`config.mk`:
```
export PLATFORM = sky130hd
export DESIGN_NAME = instr_queue_register
export DESIGN_NICKNAME = d
export VERILOG_FILES = /design/src/rtl/instr_queue_register.sv
export SDC_FILE = /design/constraint.sdc
export NUM_CORES = 1
export LEC_CHECK = 0
export ABC_AREA = 1
export BUFFER_PORTS_ARGS = -buffer_cell sky130_fd_sc_hd__buf_2
export CORE_ASPECT_RATIO = 0.5
export CORE_MARGIN = 5
export CORE_UTILIZATION = 54
export CTS_CLUSTER_SIZE = 8
export DETAILED_ROUTE_END_ITERATION = 10
export PLACE_DENSITY = 0.76
export SYNTH_ARGS = -nofsm -noshare
export SYNTH_HDL_FRONTEND = slang
export SYNTH_SLANG_ARGS = --single-unit
```
`constraint.sdc`:
```
create_clock -name clk -period 6.1 [get_ports clk]
set_clock_uncertainty 0.2 [all_clocks]
set_input_delay 0.305 -clock clk [delete_from_list [all_inputs] [get_ports clk]]
set_output_delay 0.305 -clock clk [all_outputs]
set_load 0.1 [all_outputs]
```
`src/rtl/instr_queue_register.sv`:
```
// instr_queue_register: FWFT instruction queue splitting the head word into opcode/address, with lookahead opcode and flush.
module instr_queue_register #(
  parameter int INSTR_W = 16,
  parameter int OPCODE_W = 4,
  parameter int DEPTH = 4,
  localparam int ADDR_W = INSTR_W - OPCODE_W,
  localparam int CNT_W = $clog2(DEPTH + 1),
  localparam int PTR_W = $clog2(DEPTH)
) (
  input  logic                clk,
  input  logic                rst,
  input  logic                in_valid,
  output logic                in_ready,
  input  logic [INSTR_W-1:0]  in_instr,
  input  logic                flush,
  output logic                out_valid,
  input  logic                out_ready,
  output logic [OPCODE_W-1:0] opcode,
  output logic [ADDR_W-1:0]   address,
  output logic                next_valid,
  output logic [OPCODE_W-1:0] next_opcode,
  output logic [CNT_W-1:0]    count
);
  localparam logic [CNT_W-1:0] FULL = CNT_W'(DEPTH);
  logic [INSTR_W-1:0] r_mem [DEPTH];
  logic [PTR_W-1:0]   r_rd, r_wr;
  logic [CNT_W-1:0]   r_cnt;
  logic               w_push, w_pop;
  logic [INSTR_W-1:0] w_head, w_next;
  assign in_ready   = r_cnt != FULL;
  assign out_valid  = r_cnt != '0;
  assign next_valid = r_cnt >= CNT_W'(2);
  assign count      = r_cnt;
  assign w_push     = in_valid && in_ready && !flush;
  assign w_pop      = out_valid && out_ready && !flush;
  assign w_head     = r_mem[r_rd];
  assign w_next     = r_mem[r_rd + PTR_W'(1)];
  always_comb begin
    opcode      = out_valid ? w_head[INSTR_W-1:ADDR_W] : '0;
    address     = out_valid ? w_head[ADDR_W-1:0] : '0;
    next_opcode = next_valid ? w_next[INSTR_W-1:ADDR_W] : '0;
  end
  always_ff @(posedge clk) begin
    if (rst || flush) begin
      r_rd  <= '0;
      r_wr  <= '0;
      r_cnt <= '0;
    end else begin
      if (w_push) r_wr <= r_wr + PTR_W'(1);
      if (w_pop) r_rd <= r_rd + PTR_W'(1);
      r_cnt <= r_cnt + CNT_W'(w_push) - CNT_W'(w_pop);
    end
  end
  always_ff @(posedge clk) begin
    if (w_push && !rst) r_mem[r_wr] <= in_instr;
  end
endmodule
```
==> impl_metrics.csv <==
group,metric,value,unit
timing,tightest_slew,0.690,ns
logic_synthesis,synth_cell_type_count,19,
global_routing,grtUsageMet3,8.55,%
worst_hold_path,hold_class,"input port to flop",
route,route.detailed.drc,0,
setup_path,end_kind,"output pin",
global_routing,grtUsageTotal,20.2,%
logic_synthesis,synth-seq-cells,73,
logic_synthesis,ys_async_sr_fraction,0,%
logic_synthesis,synth_area_leaders,"edfxtp_1 (57%), nand2_1 (14%), inv_1 (6.2%), dfxtp_1 (5.4%), a21oi_1 (3.6%)",
setup_path,cp-start-kind,"flop",
global_routing,first_global_vias,2615,
timing,fmaxAchievable,361,MHz
logic_synthesis,yosys.area.top_type,"edfxtp_1",
clocking,numCtsBuffers,9,
layout,antennaDiodeCount,0,
logic_synthesis,synth_edf_count,64,
clocking,clkSinkCount,73,
timing,rsz0062_at_grt,"no",
placement,place_congestion,0.837,
logic_synthesis,syn_avg_cell_area,9.51,sq um
logic_synthesis,syn_inst,354,
outcome,status,"completed",
layout,drive_above_1_share,16.7,%
pwr,vdd_drop_max,0.196,mV
floorplan,start_util,55.6,%
route,ant_nets,0,
setup_path,required,5.59,ns
layout,fin_util,67.6,%
timing,final_max_slew_viol_count,0,
logic_synthesis,ys.flop_type,"edfxtp_1",
clocking,cts_root_buf,"clkbuf_16",
global_routing,use_met2,35.5,%
floorplan,io_pins,47,
layout,n_fill_cell,482,
pwr,power_density,288,mW/mm^2
clocking,clk_pin_slew,0.06,ns
logic_synthesis,syn-num-nets,383,
run,drv_cap,0,
timing,period_minus_slack,2.77,ns
clocking,post_cts_buffers,0,
clocking,clock_path_buffers,2,
setup_path,crit_arrival,2.27,ns
floorplan,die-area,0.00801,sq mm
logic_synthesis,synth.top_cells.by_count,"nand2_1 (122), edfxtp_1 (64), inv_1 (56)",
timing,final-setup-viol-count,0,
setup_path,cp_max_fo,20,
layout,final_area,0.00409,sq mm
global_routing,grt_max_degree,38,
logic_synthesis,syn_area,0.00337,sq mm
pwr,p_leak,1.82,nW
layout,area_growth,21.6,%
route,dr.pass1.iters,4,
placement,placed_cell_area,0.00365,sq mm
floorplan,rows,20,
route,drtIter0Drc,216,
placement,io_buffers,46,
setup_path,crit_type,"flop to output pin",
global_routing,antenna_found_initial,0,
timing,slew_headroom,53.9,%
clocking,cts_tree,"yes",
floorplan,core,0.00606,sq mm
pwr,total_power,0.00118,W
global_routing,grt_use_met1,22.6,%
timing,setup-tns-final,0,ns
route,wl,7340,um
timing,final.period_utilization,45.5,%
logic_synthesis,yosysSeqAreaShare,62.5,%
clocking,cts_resized,0,
global_routing,grt_pass1_wl,12100,um
global_routing,grt_busiest_layer,"met2",
global_routing,overflow,0,
route,via_per_inst,4.99,
clocking,clock_latency,0.33,ns
floorplan,die_height,65.8,um
placement,hpwl,4490,um
route,routedWlPerCell,14.3,um
route,vias,2554,
logic_synthesis,synth.most_common_cell,"nand2_1",
logic_synthesis,synth-warning-count,0,
layout,nets,448,
floorplan,die_x,122,um
logic_synthesis,synth_top_cell_area_share,57.1,%
timing,hold_violations,0,
clocking,htree_num_levels,3,
[state kept, by name, indices dropped and copies added, names as in the netlist, named ones only]
register and count:
count 3, r_mem 64, r_rd 2, r_wr 2
[stage by stage]
step	setup WS [ns]	std cells	hold slack (ns)
floorplan	1.80	354	0.204
global placement	3.75	481	0.315
detailed placement	3.71	481	0.320
CTS	3.32	511	0.000357
global route	3.12	512	0.00518
finish	3.33	512	0.0227
[logic make-up after synthesis]
family          Yosys count  share of synthesized area, %
xor+xnor                  1                         0.260
flops                    73                          62.5
compound gates           28                          4.16
fa+ha+maj                 8                          3.20
buf+inv                  71                          9.59
simple gates            173                          20.3
[metal layers]
metal / wire, um / part of all wire (%)
met5: 0 / 0
met4: 78 / 1.1
met3: 590 / 8.0
met2: 3740 / 51
met1: 2930 / 40
[critical path, cell delays in order, from the launching register on]
cell     delay (ns)
dfxtp_1        0.61
inv_1          0.46
nor2_1         0.20
nand2_1        0.07
a21oi_1        0.14
buf_2          0.45
[placed cells by master (no fill, tap or decap), types with 2 or more instances in the layout]
cell type,n
nand2_2,2
dfxtp_1,9
clkinv_2,2
ha_1,7
clkbuf_16,9
nand3_1,20
inv_6,2
dlygate4sd3_1,15
inv_2,2
buf_4,5
nor2_1,27
buf_2,46
o21ai_1,4
nand2_1,122
edfxtp_1,64
inv_1,56
a21oi_1,24
[report_power, final]
part	switching, W	total, W	internal, W
registers	0.00000311	0.000552	0.000549
clock network	0.000197	0.000512	0.000315
logic	0.0000885	0.000114	0.0000257
[timing repair]
action | in CTS | in global routing
setup endpoints to repair | 0 | 0
hold buffers | 14 | 1
hold endpoints to repair | 56 | 4
[layout make-up]
type	count	area (sq um)	area share, %
Tap cell	88	110	2.69
Sequential cell	73	2100	51.4
Multi-Input combinational cell	210	941	23.0
Inverter	59	226	5.54
Clock inverter	7	68.8	1.68
Timing Repair Buffer	66	418	10.2
Clock buffer	9	225	5.50
[path summary, 6_finish.rpt]
kind / startpoint / endpoint / slack [ns] / cells after the start
worst max-delay path: flop / opcode[0] / 3.33 / 5
worst min-delay path: in_instr[6] / r_mem[1][6] / 0.02 / 1
worst max register to register: count[1] / count[2] / 3.71 / 10
worst min register to register: r_wr[1] / r_wr[1] / 0.34 / 2
No activity file was read; power rests on OpenSTA's default activity.
